## config.mk

```make
export PLATFORM = sky130hd
export DESIGN_NAME = stack_frames_flat
export DESIGN_NICKNAME = d
export VERILOG_FILES = /design/src/rtl/stack_frames_if.sv /design/src/rtl/stack_frames.sv /design/src/flat_wrapper.sv
export SDC_FILE = /design/constraint.sdc
export NUM_CORES = 1
export LEC_CHECK = 0
export CORE_MARGIN = 3
export CORE_UTILIZATION = 35
export DETAILED_ROUTE_END_ITERATION = 7
export GPL_TIMING_DRIVEN = 0
export SLEW_MARGIN = 30
export SYNTH_ARGS = -nofsm -noshare
export SYNTH_HDL_FRONTEND = slang
export SYNTH_SLANG_ARGS = --single-unit
```

## constraint.sdc

```tcl
create_clock -name clk -period 5.2 [get_ports clk]
set_input_delay 1.56 -clock clk [delete_from_list [all_inputs] [get_ports clk]]
set_output_delay 1.56 -clock clk [all_outputs]
set_load 0.05 [all_outputs]
```

## src/rtl/stack_frames_if.sv

```systemverilog
// Operand-stack port bundle: decoder/ALU drives ops (master), stack answers (slave).
interface stack_frames_if #(
  parameter int WIDTH  = 8,
  parameter int ADDR_W = 2,
  parameter int FRAMES = 2
);
  localparam int FL_W = (FRAMES > 0) ? $clog2(FRAMES + 1) : 1;

  logic [2:0]        op;
  logic [WIDTH-1:0]  data;
  logic [ADDR_W-1:0] index;
  logic [WIDTH-1:0]  tos;
  logic [WIDTH-1:0]  nos;
  logic [WIDTH-1:0]  peek;
  logic [1:0]        status;
  logic [1:0]        error;
  logic              busy;
  logic [FL_W-1:0]   frame_level;

  modport master (output op, data, index,
                  input  tos, nos, peek, status, error, busy, frame_level);
  modport slave  (input  op, data, index,
                  output tos, nos, peek, status, error, busy, frame_level);
endinterface

```

## src/rtl/stack_frames.sv

```systemverilog
// WebAssembly operand stack with call frames; FRAME_LEAVE copies results down to the frame base.
module stack_frames #(
  parameter int WIDTH  = 8,
  parameter int ADDR_W = 2,
  parameter int FRAMES = 2
) (
  input logic           clk,
  input logic           reset,
  stack_frames_if.slave bus
);
  localparam int CAP  = 1 << ADDR_W;
  localparam int SP_W = ADDR_W + 1;
  localparam int FL_W = (FRAMES > 0) ? $clog2(FRAMES + 1) : 1;

  typedef logic [SP_W-1:0] ptr_t;
  typedef enum logic [2:0] {
    OP_NONE, OP_PUSH, OP_POP, OP_REPLACE, OP_DUP, OP_SWAP, OP_ENTER, OP_LEAVE
  } op_e;
  typedef enum logic [1:0] {ERR_NONE, ERR_UNDER, ERR_OVER, ERR_FRAME} err_e;
  typedef enum logic {IDLE, COPY} state_e;

  localparam ptr_t            CAP_P  = SP_W'(CAP);
  localparam logic [FL_W-1:0] FL_MAX = FL_W'(FRAMES);

  logic [WIDTH-1:0] mem  [CAP];
  ptr_t             fstk [1 << FL_W];

  state_e           state, state_n;
  ptr_t             sp, sp_n, fp, fp_n;
  ptr_t             src, src_n, dst, dst_n, cnt, cnt_n;
  logic [FL_W-1:0]  lvl, lvl_n, lvl_m1;
  err_e             err, err_n;
  logic [WIDTH-1:0] peek_r, tos_w, nos_w;

  logic              we0, we1, fs_we;
  logic [ADDR_W-1:0] wa0, wa1;
  logic [WIDTH-1:0]  wd0, wd1;

  ptr_t        avail, n, sp_m1, sp_m2, top_src;
  logic [SP_W:0] pidx;

  assign avail   = sp - fp;
  assign n       = bus.data[ADDR_W:0];
  assign sp_m1   = sp - ptr_t'(1);
  assign sp_m2   = sp - ptr_t'(2);
  assign top_src = sp - n;
  assign lvl_m1  = lvl - 1'b1;
  assign pidx    = {1'b0, fp} + {{(SP_W + 1 - ADDR_W){1'b0}}, bus.index};
  assign tos_w   = (sp == '0) ? '0 : mem[sp_m1[ADDR_W-1:0]];
  assign nos_w   = (sp < ptr_t'(2)) ? '0 : mem[sp_m2[ADDR_W-1:0]];

  always_comb begin
    state_n = state;
    sp_n    = sp;
    fp_n    = fp;
    lvl_n   = lvl;
    err_n   = err;
    src_n   = src;
    dst_n   = dst;
    cnt_n   = cnt;
    we0     = 1'b0;
    wa0     = '0;
    wd0     = '0;
    we1     = 1'b0;
    wa1     = '0;
    wd1     = '0;
    fs_we   = 1'b0;
    case (state)
      COPY: begin
        // Ascending copy with dst < src, so overlapping regions stay correct.
        we0   = 1'b1;
        wa0   = dst[ADDR_W-1:0];
        wd0   = mem[src[ADDR_W-1:0]];
        src_n = src + ptr_t'(1);
        dst_n = dst + ptr_t'(1);
        cnt_n = cnt - ptr_t'(1);
        if (cnt == ptr_t'(1)) begin
          sp_n    = dst + ptr_t'(1);
          fp_n    = fstk[lvl_m1];
          lvl_n   = lvl_m1;
          state_n = IDLE;
        end
      end
      default: begin
        case (op_e'(bus.op))
          OP_PUSH:
            if (sp == CAP_P) err_n = ERR_OVER;
            else begin
              err_n = ERR_NONE;
              we0   = 1'b1;
              wa0   = sp[ADDR_W-1:0];
              wd0   = bus.data;
              sp_n  = sp + ptr_t'(1);
            end
          OP_POP:
            if (avail == '0) err_n = ERR_UNDER;
            else begin
              err_n = ERR_NONE;
              sp_n  = sp_m1;
            end
          OP_REPLACE:
            if (avail == '0) err_n = ERR_UNDER;
            else begin
              err_n = ERR_NONE;
              we0   = 1'b1;
              wa0   = sp_m1[ADDR_W-1:0];
              wd0   = bus.data;
            end
          OP_DUP:
            if (avail == '0) err_n = ERR_UNDER;
            else if (sp == CAP_P) err_n = ERR_OVER;
            else begin
              err_n = ERR_NONE;
              we0   = 1'b1;
              wa0   = sp[ADDR_W-1:0];
              wd0   = tos_w;
              sp_n  = sp + ptr_t'(1);
            end
          OP_SWAP:
            if (avail < ptr_t'(2)) err_n = ERR_UNDER;
            else begin
              err_n = ERR_NONE;
              we0   = 1'b1;
              wa0   = sp_m1[ADDR_W-1:0];
              wd0   = nos_w;
              we1   = 1'b1;
              wa1   = sp_m2[ADDR_W-1:0];
              wd1   = tos_w;
            end
          OP_ENTER:
            if (lvl == FL_MAX) err_n = ERR_FRAME;
            else if (n > avail) err_n = ERR_UNDER;
            else begin
              err_n = ERR_NONE;
              fs_we = 1'b1;
              fp_n  = top_src;
              lvl_n = lvl + 1'b1;
            end
          OP_LEAVE:
            if (lvl == '0) err_n = ERR_FRAME;
            else if (n > avail) err_n = ERR_UNDER;
            else begin
              err_n = ERR_NONE;
              if (n == '0 || top_src == fp) begin
                sp_n  = fp + n;
                fp_n  = fstk[lvl_m1];
                lvl_n = lvl_m1;
              end else begin
                state_n = COPY;
                src_n   = top_src;
                dst_n   = fp;
                cnt_n   = n;
              end
            end
          default: ;
        endcase
      end
    endcase
  end

  always_ff @(posedge clk or negedge reset) begin
    if (!reset) begin
      state  <= IDLE;
      sp     <= '0;
      fp     <= '0;
      lvl    <= '0;
      err    <= ERR_NONE;
      src    <= '0;
      dst    <= '0;
      cnt    <= '0;
      peek_r <= '0;
    end else begin
      state  <= state_n;
      sp     <= sp_n;
      fp     <= fp_n;
      lvl    <= lvl_n;
      err    <= err_n;
      src    <= src_n;
      dst    <= dst_n;
      cnt    <= cnt_n;
      peek_r <= (pidx < {1'b0, sp}) ? mem[pidx[ADDR_W-1:0]] : '0;
    end
  end

  // Storage carries no reset; sp/fp/lvl gate every read.
  always_ff @(posedge clk) begin
    if (we0) mem[wa0] <= wd0;
    if (we1) mem[wa1] <= wd1;
    if (fs_we) fstk[lvl] <= fp;
  end

  assign bus.tos         = tos_w;
  assign bus.nos         = nos_w;
  assign bus.peek        = peek_r;
  assign bus.status      = (sp == '0) ? 2'd1 : (sp == CAP_P) ? 2'd2 : 2'd0;
  assign bus.error       = err;
  assign bus.busy        = (state == COPY);
  assign bus.frame_level = lvl;
endmodule

```

## src/flat_wrapper.sv

```systemverilog
// flat-port wrapper written by rule: the top's interface ports become plain ports
module stack_frames_flat 
#(
  parameter int WIDTH  = 8,
  parameter int ADDR_W = 2,
  parameter int FRAMES = 2
)
  (clk, reset, bus_op, bus_data, bus_index, bus_tos, bus_nos, bus_peek, bus_status, bus_error, bus_busy, bus_frame_level);
  stack_frames_if #(.WIDTH(WIDTH), .ADDR_W(ADDR_W), .FRAMES(FRAMES)) bus_i ();
  input logic clk;
  input logic reset;
  input wire logic [$bits(bus_i.op)-1:0] bus_op;
  input wire logic [$bits(bus_i.data)-1:0] bus_data;
  input wire logic [$bits(bus_i.index)-1:0] bus_index;
  output wire logic [$bits(bus_i.tos)-1:0] bus_tos;
  output wire logic [$bits(bus_i.nos)-1:0] bus_nos;
  output wire logic [$bits(bus_i.peek)-1:0] bus_peek;
  output wire logic [$bits(bus_i.status)-1:0] bus_status;
  output wire logic [$bits(bus_i.error)-1:0] bus_error;
  output wire logic [$bits(bus_i.busy)-1:0] bus_busy;
  output wire logic [$bits(bus_i.frame_level)-1:0] bus_frame_level;
  assign bus_i.op = bus_op;
  assign bus_i.data = bus_data;
  assign bus_i.index = bus_index;
  assign bus_tos = bus_i.tos;
  assign bus_nos = bus_i.nos;
  assign bus_peek = bus_i.peek;
  assign bus_status = bus_i.status;
  assign bus_error = bus_i.error;
  assign bus_busy = bus_i.busy;
  assign bus_frame_level = bus_i.frame_level;
  stack_frames #(.WIDTH(WIDTH), .ADDR_W(ADDR_W), .FRAMES(FRAMES)) u_core (.clk(clk), .reset(reset), .bus(bus_i));
endmodule
```

# Word level (Yosys, flattened, before mapping)
# Memories as Yosys holds them, arrays and structs flattened.
# Cells that the tools add are included.
[word_totals] register_bits=28 latch_bits=0 ram_bits=44 romBits=0 inputBits=15 wordCells=159 n_memories=2
[memory_table] memory="u_core.mem" depth=4 width=8 rd=4 rd_ports_with_merged_regs=0 wr=2 line="stack_frames.sv:25" text="logic [WIDTH-1:0] mem [CAP];"
[memory_table] memory="u_core.fstk" depth=4 width=3 rd=1 rd_ports_with_merged_regs=0 wr=1 line="stack_frames.sv:26" text="ptr_t fstk [1 << FL_W];"
[op_classes] n_addsub=12 n_mul=0 div=0 order_cmp=4 eq_ne=22 n_shift=0 n_mux=95 n_bitwise=1 n_reduce_logical=14
[ops] op="2-to-1 mux 8 bit" count=12
[ops] op="2-to-1 mux 3 bit" count=30
[ops] op="2-to-1 mux 2 bit" count=20
[ops] op="one-hot mux 8 bit (4 select lines)" count=1
[ops] op="2-to-1 mux 1 bit" count=26
[ops] op="inequality test 3 x 2 -> 1 bit, second input constant" count=6
[ops] op="equality test 3 bit, second input constant" count=5
[ops] op="AND reduction 7 bit" count=2
[ops] op="one-hot mux 2 bit (6 select lines)" count=1
[ops] op="one-hot mux 3 bit (4 select lines)" count=1
[ops] op="adder 3 x 1 -> 3 bit, second input constant" count=3
[ops] op="zero test 3 bit" count=3
[ops] op="one-hot mux 2 bit (4 select lines)" count=1
[ops] op="equality test 3 x 1 -> 1 bit, second input constant" count=2
[ops] op="equality test 3 x 2 -> 1 bit, second input constant" count=2
[ops] op="< comparator 3 x 2 -> 1 bit, second input constant" count=2
[ops] op="inequality test 2 x 1 -> 1 bit, second input constant" count=3
[ops] op="one-hot mux 3 bit (2 select lines)" count=1
[ops] op="nonzero test 6 bit" count=1
[ops] op="subtractor 3 x 1 -> 3 bit, second input constant" count=2
[ops] op="subtractor 3 bit" count=2
[ops] op="nonzero test 5 bit" count=1
[ops] op="adder 3 x 2 -> 4 bit" count=1
[ops] op="< comparator 4 x 3 -> 1 bit" count=1
[ops] op="19 further kinds" count=19

# Longest topological paths before layout
[depth] depth_word=8 ltp_mapped=12

# Least setup slack after synthesis
# OpenSTA, ideal clock, no wires.
[synth_timing] path_kind="register to output" startpoint="reg u_core.sp[1]" endpoint="out bus_tos[3]" arrival_ns=2.684 path_slack_ns=0.956 path_stages_with_launch=8 path_cell_list="dfrtp_1 -> buf_1 -> inv_1 -> ha_1 -> clkbuf_1 -> mux4_2 -> nand2_1 -> inv_1"
[synth_via] elab_chain_cells=3 word_cells_on_any_way=4
[synth_rtl] item="from (decl)" line="stack_frames.sv:29" text="ptr_t sp, sp_n, fp, fp_n;"
[synth_rtl] item="from (signal assigned)" line="stack_frames.sv:174" text="sp <= sp_n;"
[synth_rtl] item="subtractor 3 x 1 -> 3 bit" line="stack_frames.sv:44" text="assign sp_m1 = sp - ptr_t'(1);"
[synth_rtl] item="memory read (4 x 8 bit)"
[synth_rtl] item="2-to-1 mux 8 bit (*)" line="stack_frames.sv:49" text="assign tos_w = (sp == '0) ? '0 : mem[sp_m1[ADDR_W-1:0]];"
[synth_rtl] item="to (decl)" line="flat_wrapper.sv:15" text="output wire logic [$bits(bus_i.tos)-1:0] bus_tos;"
# Every way passes the cells marked *; elsewhere a longest branch is shown, timed or not.

# Worst setup path in the final report
[layout_timing] startpoint="reg u_core.sp[1]" endpoint="out bus_tos[2]"
# Same word-level chain as after synthesis.

==> qor.yml <==
final_cell_mix: "edfxtp_1, nor2_1, clkdlybuf4s50_1"
crit_arrival_ns: 3.48
syn_area_sq_um: 5130
hpwl_mm: 10.9
core_sq_um: 14100
antenna_found_initial: 0
clock-sinks: 71
ys_types: 58
cp-end-kind: "primary output"
drtIter0Drc: 430
ys_top_cells_by_area: "edfxtp_1, mux4_2, dfrtp_1, mux2i_1, ha_1"
tightest_slew_ns: 0.952
hold_buffers: 0
vias: 3959
rows: 43
grt_use_total: 0.187
grt_pass1_wl_mm: 23.0
grt_pass1_vias: 3984
chipHeight_um: 127
synthCells: 444
clock.fmax_mhz: 198
postSynthAreaPerCell_sq_um: 11.5
final_max_slew_viol_count: 0
slew_headroom: 0.364
synth_top_area_frac: 0.258
clk_pin_slew_worst_paths_ns: 0.06
overflow: 0
htree_levels: 3
gp_congestion: 0.895
finalSetupViolCount: 0
stdcell_count: 687
hold_ws_ns: 0.520
cts_tree: "built"
rsz0062_at_grt: "false"
cp-start-kind: "flip-flop"
dpl_cell_area_sq_um: 5840
grt_max_degree: 16
cts_setup_buffers: 0
die_area_sq_um: 16100
die_x_um: 127
synthFlopType: "edfxtp_1"
fill_cells: 1330
period_needed_ns: 5.04
cts-buffers-inserted: 9
finalClockSkew_ns: 0.00929
post_drt_via_cell_ratio: 5.76
synth_edf_count: 44
cp_data_required_time_ns: 3.64
final_area_sq_um: 6150
port_buffers: 44
min-delay-path-class: "reg -> reg"
drive_gt1_frac: 0.164
ys_warn_count: 0
yosysTopAreaCell: "edfxtp_1"
async_flop_share: 0.380
synth_seq_area_share: 0.390
cp_max_fo: 10
ioPinCount: 46
drtAntennaViolNets: 0
clockRootBuffer: "clkbuf_16"
cts.path.max_buffers: 2
post-route-period-util: 0.969
drt_wl_total_mm: 14.8
path_class: "reg -> out"
finalHoldViolCount: 0
initial_core_util: 0.364
drt_pass1_iterations: 5
final_common_cell: "edfxtp_1"
wire_per_inst_um: 21.6
drcViolationCount: 0
outcome: "finished clean"
num_antenna_cells: 0
dp_cells: 671
tns_ns: 0
layout.nets: 541
drv_cap: 0
ys_ff_latch: 71
area_growth_pct: 20.0
clkLatencyLatePin_ns: 0.35
-- critical path, cell delays in order (launching register included) --
cell and delay (ns):
dfrtp_1 0.50, clkbuf_4 0.34, inv_1 0.22, ha_1 0.51
clkbuf_4 0.33, mux4_2 0.55, nand2_1 0.19, inv_1 0.08
dlygate4sd2_1 0.42
-- metal layers --
layer  up-vias  GRT usage  routed length, um
met5         -          0                  0
met4         0     0.0656                341
met3        25     0.0472                980
met2       157      0.310               7260
met1      1984      0.240               6250
li1       1793          -                  -
-- worst paths after layout --
check                           cells after the start                  to  slack [ns]         start
worst max-delay path                                8          bus_tos[2]        0.16  u_core.sp[1]
worst min register to register                      0   u_core.fstk[2][2]        0.52  u_core.fp[2]
worst max register to register                     10    u_core.mem[0][2]        0.85  u_core.sp[0]
min in group asynchronous                           1  u_core.bus.peek[7]        1.16         reset
max in group asynchronous                           2        u_core.fp[1]        3.62         reset
worst min-delay path                                0   u_core.fstk[2][2]        0.52  u_core.fp[2]
-- sequential cells by signal (all words and copies together) (netlist names) --
register                cells
u_core.fp                   3
u_core.sp                   3
u_core.dst                  3
u_core.fstk                12
u_core.cnt                  3
u_core.bus.frame_level      2
u_core.bus.busy             1
u_core.mem                 32
u_core.bus.error            2
u_core.src                  2
u_core.bus.peek             8
-- synth_stat cells, drive strengths merged, types with 3 or more instances --
master / number
nand3: 13
a21o: 4
nor2b: 16
xor2: 6
nand3b: 3
and3: 4
nor3: 7
mux2i: 31
o31ai: 4
o21a: 3
clkbuf: 14
ha: 20
mux2: 6
a31oi: 4
xnor2: 6
buf: 14
nand4: 3
nand2: 23
inv: 25
edfxtp: 44
a221oi: 3
a21oi: 23
a22oi: 10
nand2b: 7
and2: 6
o21bai: 3
o21ai: 15
dfrtp: 27
nor2: 38
fa: 4
a32oi: 4
mux4: 34
-- cell families after synthesis --
group	count (synthesis)	share of synthesized area
AND/OR/NAND/NOR	124	0.125
AO/OA/AOI/OAI	86	0.122
multiplexers	71	0.223
flip-flops	71	0.390
buffers and inverters	53	0.0456
adder cells (fa/ha/maj)	24	0.0644
XOR/XNOR	14	0.0295
other	1	0.000732
-- final cells by class --
type,count,area [sq um],area share
buffer,28,150,0.0244
clock buffer,12,236,0.0385
clock inverter,4,72.6,0.0118
inverter,25,93.8,0.0153
multi-input combinational,322,2920,0.474
sequential,71,2000,0.325
tap,180,225,0.0366
timing repair buffer,45,457,0.0743
-- timing repair --
action / CTS / global route
cloned: 0 / 0
pin swaps: 0 / 0
setup endpoints to repair: 8 / 5
gates resized for setup: 9 / 2
-- through the flow --
step	setup slack [ns]	utilization
after floorplan	0.956	-
after global placement	-0.490	0.411
after detailed placement	-0.625	0.414
after CTS	0.0818	0.436
after global routing	0.0517	0.436
final	0.161	0.436
Power is left out: the tool's default activity adds up to more than one toggle a clock period on the data nets, which glitch-free logic cannot reach.
